[config.mk]
export PLATFORM = sky130hd
export DESIGN_NAME = dm_arbiter_flat
export DESIGN_NICKNAME = d
export VERILOG_FILES = /design/src/rtl/dm_arbiter_if.sv /design/src/rtl/dm_arbiter.sv /design/src/flat_wrapper.sv
export SDC_FILE = /design/constraint.sdc
export NUM_CORES = 1
export LEC_CHECK = 0
export ABC_AREA = 1
export BUFFER_PORTS_ARGS = -buffer_cell sky130_fd_sc_hd__buf_2
export CAP_MARGIN = 25
export CORE_UTILIZATION = 46
export CTS_CLUSTER_SIZE = 28
export DETAILED_ROUTE_END_ITERATION = 7
export HOLD_SLACK_MARGIN = 0.05
export PLACE_DENSITY_LB_ADDON = 0.3
export SLEW_MARGIN = 40
export SYNTH_ARGS = -nofsm -noshare
export SYNTH_HDL_FRONTEND = slang
export SYNTH_SLANG_ARGS = --single-unit
[constraint.sdc]
create_clock -name clk -period 1.7 [get_ports clk]
set_input_delay 0.17 -clock clk [delete_from_list [all_inputs] [get_ports clk]]
set_output_delay 0.17 -clock clk [all_outputs]
set_load 0.01 [all_outputs]
[src/rtl/dm_arbiter_if.sv]
// Signal bundle between the two DM requesters, dm_arbiter and the data memory.
// The slave modport is the arbiter's view; master is the requester/memory side.
interface dm_arbiter_if #(
  parameter int ADDR_WIDTH = 16,
  parameter int DATA_WIDTH = 32
);
  logic                  p0_req;
  logic                  p0_we;
  logic [ADDR_WIDTH-1:0] p0_addr;
  logic [DATA_WIDTH-1:0] p0_wdata;
  logic                  p0_gnt;
  logic                  p0_rvalid;
  logic [DATA_WIDTH-1:0] p0_rdata;

  logic                  p1_req;
  logic                  p1_we;
  logic [ADDR_WIDTH-1:0] p1_addr;
  logic [DATA_WIDTH-1:0] p1_wdata;
  logic                  p1_gnt;
  logic                  p1_rvalid;
  logic [DATA_WIDTH-1:0] p1_rdata;

  logic                  dm_R;
  logic                  dm_W;
  logic [ADDR_WIDTH-1:0] dm_Addr;
  logic [DATA_WIDTH-1:0] dm_W_data;
  logic [DATA_WIDTH-1:0] dm_R_data;
  logic                  busy;

  modport slave (
    input  p0_req, p0_we, p0_addr, p0_wdata,
    input  p1_req, p1_we, p1_addr, p1_wdata,
    input  dm_R_data,
    output p0_gnt, p0_rvalid, p0_rdata,
    output p1_gnt, p1_rvalid, p1_rdata,
    output dm_R, dm_W, dm_Addr, dm_W_data, busy
  );

  modport master (
    output p0_req, p0_we, p0_addr, p0_wdata,
    output p1_req, p1_we, p1_addr, p1_wdata,
    output dm_R_data,
    input  p0_gnt, p0_rvalid, p0_rdata,
    input  p1_gnt, p1_rvalid, p1_rdata,
    input  dm_R, dm_W, dm_Addr, dm_W_data, busy
  );
endinterface

[src/rtl/dm_arbiter.sv]
// Two-port round-robin arbiter/sequencer in front of the single-port data memory.
// Define DM_ARB_FIXED_PRIO_EN to give p0 absolute priority instead of round-robin.
module dm_arbiter #(
  parameter int ADDR_WIDTH = 16,
  parameter int DATA_WIDTH = 32
) (
  input  logic         clk,
  input  logic         rst_n,
  dm_arbiter_if.slave  bus
);

  typedef enum logic [1:0] {
    IDLE  = 2'd0,
    ISSUE = 2'd1,
    RESP  = 2'd2
  } state_t;

  state_t                state;
  state_t                state_nxt;
  logic                  load;
  logic                  sel;
  logic                  sel_we;
  logic [ADDR_WIDTH-1:0] sel_addr;
  logic [DATA_WIDTH-1:0] sel_wdata;

  logic                  dm_r_q;
  logic                  dm_w_q;
  logic [ADDR_WIDTH-1:0] dm_addr_q;
  logic [DATA_WIDTH-1:0] dm_wdata_q;
  logic                  gnt0_q;
  logic                  gnt1_q;
  logic                  rvalid0_q;
  logic                  rvalid1_q;
  logic [DATA_WIDTH-1:0] rdata0_q;
  logic [DATA_WIDTH-1:0] rdata1_q;
  logic                  busy_q;
`ifndef DM_ARB_FIXED_PRIO_EN
  logic                  last_gnt;
`endif

  always_comb begin
    state_nxt = state;
    load      = 1'b0;
    sel       = 1'b0;
    unique case (state)
      IDLE: begin
        if (bus.p0_req || bus.p1_req) begin
          load      = 1'b1;
          state_nxt = ISSUE;
          if (bus.p0_req && bus.p1_req) begin
`ifdef DM_ARB_FIXED_PRIO_EN
            sel = 1'b0;
`else
            sel = ~last_gnt;
`endif
          end else begin
            sel = bus.p1_req;
          end
        end
      end
      // dm_W is high exactly during a write ISSUE, so it doubles as the latched we
      ISSUE:   state_nxt = dm_w_q ? IDLE : RESP;
      RESP:    state_nxt = IDLE;
      default: state_nxt = IDLE;
    endcase
    sel_we    = sel ? bus.p1_we    : bus.p0_we;
    sel_addr  = sel ? bus.p1_addr  : bus.p0_addr;
    sel_wdata = sel ? bus.p1_wdata : bus.p0_wdata;
  end

  // Every output is registered from the next-state decision of the current cycle
  always_ff @(posedge clk or negedge rst_n) begin
    if (!rst_n) begin
      state      <= IDLE;
      dm_r_q     <= 1'b0;
      dm_w_q     <= 1'b0;
      dm_addr_q  <= '0;
      dm_wdata_q <= '0;
      gnt0_q     <= 1'b0;
      gnt1_q     <= 1'b0;
      rvalid0_q  <= 1'b0;
      rvalid1_q  <= 1'b0;
      rdata0_q   <= '0;
      rdata1_q   <= '0;
      busy_q     <= 1'b0;
`ifndef DM_ARB_FIXED_PRIO_EN
      last_gnt   <= 1'b1;
`endif
    end else begin
      state     <= state_nxt;
      dm_r_q    <= load & ~sel_we;
      dm_w_q    <= load &  sel_we;
      gnt0_q    <= load & ~sel;
      gnt1_q    <= load &  sel;
      rvalid0_q <= dm_r_q & gnt0_q;
      rvalid1_q <= dm_r_q & gnt1_q;
      busy_q    <= (state_nxt != IDLE);
      if (load) begin
        dm_addr_q  <= sel_addr;
        dm_wdata_q <= sel_wdata;
`ifndef DM_ARB_FIXED_PRIO_EN
        last_gnt   <= sel;
`endif
      end
      if (rvalid0_q) rdata0_q <= bus.dm_R_data;
      if (rvalid1_q) rdata1_q <= bus.dm_R_data;
    end
  end

  // DM's own output register supplies the read word during RESP; the hold
  // registers keep it afterwards so rdata stays put until the next read.
  assign bus.p0_rdata  = rvalid0_q ? bus.dm_R_data : rdata0_q;
  assign bus.p1_rdata  = rvalid1_q ? bus.dm_R_data : rdata1_q;
  assign bus.p0_gnt    = gnt0_q;
  assign bus.p1_gnt    = gnt1_q;
  assign bus.p0_rvalid = rvalid0_q;
  assign bus.p1_rvalid = rvalid1_q;
  assign bus.dm_R      = dm_r_q;
  assign bus.dm_W      = dm_w_q;
  assign bus.dm_Addr   = dm_addr_q;
  assign bus.dm_W_data = dm_wdata_q;
  assign bus.busy      = busy_q;

endmodule

[src/flat_wrapper.sv]
// flat-port wrapper written by rule: the top's interface ports become plain ports
module dm_arbiter_flat 
#(
  parameter int ADDR_WIDTH = 16,
  parameter int DATA_WIDTH = 32
)
  (clk, rst_n, bus_p0_req, bus_p0_we, bus_p0_addr, bus_p0_wdata, bus_p1_req, bus_p1_we, bus_p1_addr, bus_p1_wdata, bus_dm_R_data, bus_p0_gnt, bus_p0_rvalid, bus_p0_rdata, bus_p1_gnt, bus_p1_rvalid, bus_p1_rdata, bus_dm_R, bus_dm_W, bus_dm_Addr, bus_dm_W_data, bus_busy);
  dm_arbiter_if #(.ADDR_WIDTH(ADDR_WIDTH), .DATA_WIDTH(DATA_WIDTH)) bus_i ();
  input  logic clk;
  input  logic rst_n;
  input wire logic [$bits(bus_i.p0_req)-1:0] bus_p0_req;
  input wire logic [$bits(bus_i.p0_we)-1:0] bus_p0_we;
  input wire logic [$bits(bus_i.p0_addr)-1:0] bus_p0_addr;
  input wire logic [$bits(bus_i.p0_wdata)-1:0] bus_p0_wdata;
  input wire logic [$bits(bus_i.p1_req)-1:0] bus_p1_req;
  input wire logic [$bits(bus_i.p1_we)-1:0] bus_p1_we;
  input wire logic [$bits(bus_i.p1_addr)-1:0] bus_p1_addr;
  input wire logic [$bits(bus_i.p1_wdata)-1:0] bus_p1_wdata;
  input wire logic [$bits(bus_i.dm_R_data)-1:0] bus_dm_R_data;
  output wire logic [$bits(bus_i.p0_gnt)-1:0] bus_p0_gnt;
  output wire logic [$bits(bus_i.p0_rvalid)-1:0] bus_p0_rvalid;
  output wire logic [$bits(bus_i.p0_rdata)-1:0] bus_p0_rdata;
  output wire logic [$bits(bus_i.p1_gnt)-1:0] bus_p1_gnt;
  output wire logic [$bits(bus_i.p1_rvalid)-1:0] bus_p1_rvalid;
  output wire logic [$bits(bus_i.p1_rdata)-1:0] bus_p1_rdata;
  output wire logic [$bits(bus_i.dm_R)-1:0] bus_dm_R;
  output wire logic [$bits(bus_i.dm_W)-1:0] bus_dm_W;
  output wire logic [$bits(bus_i.dm_Addr)-1:0] bus_dm_Addr;
  output wire logic [$bits(bus_i.dm_W_data)-1:0] bus_dm_W_data;
  output wire logic [$bits(bus_i.busy)-1:0] bus_busy;
  assign bus_i.p0_req = bus_p0_req;
  assign bus_i.p0_we = bus_p0_we;
  assign bus_i.p0_addr = bus_p0_addr;
  assign bus_i.p0_wdata = bus_p0_wdata;
  assign bus_i.p1_req = bus_p1_req;
  assign bus_i.p1_we = bus_p1_we;
  assign bus_i.p1_addr = bus_p1_addr;
  assign bus_i.p1_wdata = bus_p1_wdata;
  assign bus_i.dm_R_data = bus_dm_R_data;
  assign bus_p0_gnt = bus_i.p0_gnt;
  assign bus_p0_rvalid = bus_i.p0_rvalid;
  assign bus_p0_rdata = bus_i.p0_rdata;
  assign bus_p1_gnt = bus_i.p1_gnt;
  assign bus_p1_rvalid = bus_i.p1_rvalid;
  assign bus_p1_rdata = bus_i.p1_rdata;
  assign bus_dm_R = bus_i.dm_R;
  assign bus_dm_W = bus_i.dm_W;
  assign bus_dm_Addr = bus_i.dm_Addr;
  assign bus_dm_W_data = bus_i.dm_W_data;
  assign bus_busy = bus_i.busy;
  dm_arbiter #(.ADDR_WIDTH(ADDR_WIDTH), .DATA_WIDTH(DATA_WIDTH)) u_core (.clk(clk), .rst_n(rst_n), .bus(bus_i));
endmodule
# ---- Word-level counts from Yosys, hierarchy flattened
# Cells that the tools add are included.
dict set report word_totals {
  regBits 122
  wordCells 40
}
dict set report classes {
  eq_ne 1
  n_mux 13
  n_reduce_logical 4
  bitwise 9
}
# op n
set op_table {}
lappend op_table {{$mux 32} 3}
lappend op_table {{$mux 16} 1}
lappend op_table {{$and 1x1->1} 6}
lappend op_table {{$mux 1} 6}
lappend op_table {{$mux 2} 2}
lappend op_table {{$pmux 2 s2} 1}
lappend op_table {{$not 1->1} 3}
lappend op_table {{$eq 2x1->1 const B} 1}
lappend op_table {{$logic_not 2->1} 1}
lappend op_table {{$reduce_bool 2->1} 1}
lappend op_table {{$logic_and 1x1->1} 1}
lappend op_table {{$logic_or 1x1->1} 1}

# ---- Longest topological paths before layout
# Gate-level depths: netlist (run 1).
dict set report logic_depth {
  word_depth 7
  ltp_mapped 6
  mapped_depth_nobuf 5
}

# ---- Least setup slack after synthesis (run 1)
# No wires, ideal clock.
dict set report synth_timing {
  path_type {reg2out}
  startpoint {reg u_core.rvalid1_q, in the netlist u_core.bus.p1_rvalid}
  endpoint {out bus_p1_rdata[10]}
  path_stages_with_launch 4
  setup_slack_ns 0.395
  t_arrival_ns 1.135
  t_required_ns 1.530
  cell_sequence {dfrtp_1 > clkbuf_1 > buf_4 > mux2_1}
}
dict set report synth_between {
  elab_chain_len 1
}
# element line_no
set synth_lines {}
lappend synth_lines {{from (decl)} dm_arbiter.sv:33} ;# logic rvalid1_q;
lappend synth_lines {{from (signal assigned)} dm_arbiter.sv:96} ;# rvalid1_q <= dm_r_q & gnt1_q;
lappend synth_lines {{$mux 32} dm_arbiter.sv:113} ;# assign bus.p1_rdata = rvalid1_q ? bus.dm_R_data : rdata1_q;
lappend synth_lines {{to (decl)} flat_wrapper.sv:25} ;# output wire logic [$bits(bus_i.p1_rdata)-1:0] bus_p1_rdata;
# Every way passes these cells.

# ---- Final worst setup path (run 1)
dict set report layout_timing {
  startpoint {reg u_core.rvalid1_q, in the netlist u_core.bus.p1_rvalid}
  endpoint {out bus_p1_rdata[31]}
}
# Same word-level chain as after synthesis.

==> results.tsv, run 1 <==
metric	value	unit
Max Fclk	549	MHz
H-tree levels	4	
fin util	81.9	%
largest net degree at the start of global routing	65	
reg2reg end	u_core.bus.dm_W_data[4]$_DFFE_PN0P_	
worst skew pair latency	500	ps
CTS tree	yes	
core footprint	0.0105	mm²
worst r2r src	u_core.last_gnt$_DFFE_PN1P_	
worst-margin pin slew	538	ps
min-delay worst type	in2reg	
Seq/Total Area, Yosys	60.4	%
Die Footprint	0.0114	mm²
Routed Antenna Nets	0	
Die Wd	107	µm
Sequential Power Share	32.9	%
VDD IR-drop max	1.11	mV
Slew HR	64.1	%
DRC viols	0	
delay-heaviest family, CP	flip-flops	
commonest cells after routing, fill and taps aside	buf_2, dlygate4sd3_1, dfrtp_1	
flop-to-flop setup slack	150	ps
root buf cell	clkbuf_8	
Tot Pwr	15.3	mW
share of layout cells above drive strength 1	44.2	%
Max Buffers Root-to-Sink	2	
clock sinks	122	
Crit Path Class	reg2out	
Synth-to-Final Area Change	70.2	%
Hold WS	99.0	ps
final wirelength	18500	µm
GRT overflow	0	
worst-path cell chain	clkbuf_16 -> mux2_2 -> buf_2	
combinational power share	45.1	%
critical path startpoint	u_core.bus.p1_rvalid$_DFF_PN0_	
DR iter-0 viols	354	
Total Nets Final	962	
# diodes	0	
clock share of power	22.0	%
sw power	5.62	mW
CP Capture Type	primary output	
commonest non-fill, non-tap cell in the layout	buf_2	
Synth Net Count	577	
R2R depth	5	
sum of buffers and inverters on the critical path	2	
status	complete, but fails checks	
Fillers	558	
IO buf count	252	
Crit-path slowest cell	dfrtp_2	
Post-Syn Area per Cell	11.4	µm²
cell count along the critical path	3	
Switching Share	36.8	%
Post-Syn Area	0.00506	mm²
worst setup path endpoint	bus_p1_rdata[31]	
vias in the first global route	5582	
Initial Util	48.1	%
Tcrit/Tclk final	107	%
first-pass GRT wire length	27100	µm
Int Power	9.64	mW
Clock Skew	10.6	ps
post-synthesis cell type count	19	
Crit path largest cell delay	420	ps
routed len/inst	19.0	µm
Leak Pwr	4.32	nW
Critical Path RT	1530	ps
YS warnings	0	
crit start category	register	
Max Slew Vio Count	0	
total of max-cap violations	0	
final setup fails	64	
GP Congestion	0.793	
Tot GR Track Use	30.9	%
Detail Placement HPWL	9400	µm
Final Hold Vio Count	0	
vias per cell	5.36	
die height	107	µm
via count	5239	
CTS clock-pin slew for the worst setup and hold paths	60	ps
RSZ-0062 raised after global routing	true	
initial antenna violation count	0	
Post-Synthesis Cells	443	
Row Count	37	
#FFs+latches synth	122	
final worst slack	-123	ps
Worst EP arrival	1650	ps
# IOs	253	
1st-pass router iterations	5	
Pwr Density	1770	mW/mm²
Tmin final	1820	ps
CP Max Fanout	16	
failing checks	negative setup slack	
TritonCTS Buffers	17	
[state kept, by name (all words and copies together), names as in the netlist]
| signal | cells |
|---|---|
| u_core.bus.dm_W_data | 32 |
| u_core.rdata0_q | 32 |
| u_core.rdata1_q | 32 |
| u_core.bus.dm_Addr | 16 |
| u_core.state | 2 |
| u_core.bus.busy | 1 |
| u_core.bus.dm_R | 1 |
| u_core.bus.dm_W | 1 |
| u_core.bus.p0_gnt | 1 |
| u_core.bus.p0_rvalid | 1 |
| u_core.bus.p1_gnt | 1 |
| u_core.bus.p1_rvalid | 1 |
| u_core.last_gnt | 1 |
[power groups by stage]
stage                     Sequential, mW  Combinational [mW]  Clock (mW)
final                               5.02                6.88        3.36
after global routing                5.14                7.35        3.53
after CTS                           4.93                6.00        3.38
after detailed placement            4.93                5.71           0
after global placement              4.86                5.45           0
after floorplan                     5.13                3.12           0
[cells by family (layout without fill, tap and decap cells)]
group                  count (synthesis)  in the layout  share of synthesized area [%]
DFF                                  122            122                           60.4
and+or+nand+nor                      215            215                           20.2
buffers and inverters                 42            440                           5.22
muxes                                 64             64                           14.2
[layout make-up]
class                   count  area [µm²]  share of cell area, %
repair buffers            399        2940                   34.1
clock buffers              19         442                   5.13
well taps                 136         170                   1.98
flip-flops and latches    122        3060                   35.5
inverters                   9        33.8                  0.392
clock inverters            13         118                   1.37
multi-input cells         279        1850                   21.5
[how the worst min path moves through the flow]
stage,cells after the start,endpoint,slack (ps),from
floorplan,0,u_core.bus.busy$_DFF_PN0_,-130,rst_n
global placement,2,u_core.rdata1_q[4]$_DFF_PN0_,220,rst_n
detailed placement,2,u_core.rdata1_q[5]$_DFF_PN0_,220,rst_n
CTS,4,u_core.last_gnt$_DFFE_PN1P_,70,bus_p0_req
global route,4,u_core.last_gnt$_DFFE_PN1P_,160,bus_p0_req
finish,4,u_core.last_gnt$_DFFE_PN1P_,100,bus_p0_req
[metrics by stage]
step	worst slack, ps	setup TNS [ps]	std cells	instance area [µm²]
floorplan	395	0	443	5060
global placement	10.5	0	809	6390
detailed placement	133	0	811	6440
CTS	-138	-7220	975	8330
global route	-183	-8600	977	8610
finish	-123	-4830	977	8610
[synth_stat cells]
cell	number	share of area, %
nand4_1	50	6.2
inv_1	8	0.59
buf_4	9	1.3
buf_2	10	0.99
mux2_1	4	0.89
nand3_1	49	4.8
nor3_1	1	0.099
clkbuf_1	4	0.30
dfrtp_1	121	60
or2_2	1	0.12
mux2_2	60	13
nand2_1	106	7.9
nand2_2	3	0.37
buf_6	8	1.8
nor2_4	2	0.45
inv_2	1	0.074
buf_1	2	0.15
nor2_1	3	0.22
dfstp_2	1	0.52
[repair_timing]
action                                  in CTS  in global routing
gates cloned                                 0                  2
hold buffers                               132                  0
pin swaps                                    0                  0
gates resized for setup                      3                 51
endpoints found under the setup margin      64                 68
buffers inserted                             0                  0
endpoints found under the hold margin      237                  0
[per-layer routing]
layer / vias up / global-route usage (%) / share of wire (%)
met5: - / 0 / 0
met4: 0 / 18.4 / 4.6
met3: 83 / 8.94 / 8.8
met2: 373 / 53.2 / 51
met1: 2482 / 33.8 / 36
li1: 2301 / - / -
[worst min-delay path, cell delays in order]
cell     delay (ps)
buf_2            90
nand2_1         100
nand3_1         160
nand2_1          80
(Power assumes the default switching activity.)
==> inputs of run 2 (changes only) <==
Settings changed: BUFFER_PORTS_ARGS -buffer_cell sky130_fd_sc_hd__buf_2 to unset, CORE_UTILIZATION 46 to 49, DONT_BUFFER_PORTS set to 1.
==> run 2 against run 1 <==
The run now fails in 4_1_cts. Synthesized cell count unchanged. Synthesized area unchanged.
==> results.tsv, run 2 <==
metric	value	unit
# IOs	253	
top-count cell post-synth	dfrtp_1	
most frequent cells after synthesis	dfrtp_1, nand2_1, mux2_2	
Initial Util	51.0	%
#FFs+latches synth	122	
Synth area leaders	dfrtp_1, mux2_2, nand2_1, nand4_1, nand3_1	
Post-Syn Area per Cell	11.4	µm²
Row Count	36	
Synth top area share	59.9	%
Log Error	[ERROR RSZ-0060] Max buffer count reached.	
Post-Syn Area	0.00506	mm²
post-synthesis cell type count	19	
Post-Synthesis Cells	443	
Setup Fix Bufs, Post-CTS	0	
Async S/R FF share, synth	100	%
H-tree levels	4	
clock sinks	122	
GP Congestion	0.820	
cts repair resizes	4	
hold_buf cts	118	
Max Buffers Root-to-Sink	2	
Post-synth EDFFs	0	
stopping stage	4_1_cts	
area leader, netlist	dfrtp_1	
Detail Placement HPWL	7750	µm
root buf cell	clkbuf_8	
Synth Net Count	577	
IO buf count	0	
die height	104	µm
Die Wd	104	µm
TritonCTS Buffers	17	
status	aborted with a tool error	
Placement Setup Slack	171	ps
Seq/Total Area, Yosys	60.4	%
YS warnings	0	
Primary FF master, synth	dfrtp_1	
run 2: cell counts after synthesis:
No cell type changed its count.
run 2: through the flow:
stage,util [%],area [µm²],std cells,TNS [ps]
after floorplan,-,5060,443,0
after global placement,51.5,5100,554,-123
after detailed placement,51.9,5140,556,0
run 2: kinds of logic after synthesis:
kind of cell / after synthesis / share of synthesized area (%)
buf+inv: 42 / 5.22
flops: 122 / 60.4
mux: 64 / 14.2
simple gates: 215 / 20.2
==> inputs of run 3 (changes only) <==
Settings changed: CORE_UTILIZATION 49 to 34, CTS_CLUSTER_SIZE 28 to unset, HOLD_SLACK_MARGIN 0.05 to unset, PLACE_DENSITY_LB_ADDON 0.3 to 0.15.
==> run 3 against run 2 <==
The flow again stops in 4_1_cts. Synthesized area unchanged. Synthesized cell count unchanged.
==> results.tsv, run 3 <==
metric	value	unit
cts repair resizes	0	
Post-Synthesis Cells	443	
Row Count	44	
clock sinks	122	
Seq/Total Area, Yosys	60.4	%
YS warnings	0	
status	aborted with a tool error	
H-tree levels	4	
most frequent cells after synthesis	dfrtp_1, nand2_1, mux2_2	
Synth top area share	59.9	%
Detail Placement HPWL	8380	µm
Post-Syn Area	0.00506	mm²
top-count cell post-synth	dfrtp_1	
#FFs+latches synth	122	
hold_buf cts	128	
Synth area leaders	dfrtp_1, mux2_2, nand2_1, nand4_1, nand3_1	
IO buf count	0	
root buf cell	clkbuf_16	
Post-Syn Area per Cell	11.4	µm²
Placement Setup Slack	135	ps
Log Error	[ERROR RSZ-0060] Max buffer count reached.	
Setup Fix Bufs, Post-CTS	0	
Initial Util	34.8	%
post-synthesis cell type count	19	
area leader, netlist	dfrtp_1	
# IOs	253	
Synth Net Count	577	
Max Buffers Root-to-Sink	2	
stopping stage	4_1_cts	
Async S/R FF share, synth	100	%
Primary FF master, synth	dfrtp_1	
Post-synth EDFFs	0	
TritonCTS Buffers	17	
Die Wd	124	µm
die height	124	µm
GP Congestion	0.782	
==> run 3: kinds of logic after synthesis <==
logic type	after synthesis	share of synthesized area, %
buf+inv	42	5.22
flops	122	60.4
mux	64	14.2
simple gates	215	20.2
==> run 3: metrics by stage <==
stage / hold slack (ps) / std cells / TNS, ps / util, % / instance area, µm²
global placement: -123 / 604 / -2060 / 35.7 / 5180
detailed placement: -123 / 606 / 0 / 36.0 / 5230
floorplan: -126 / 443 / 0 / - / 5060
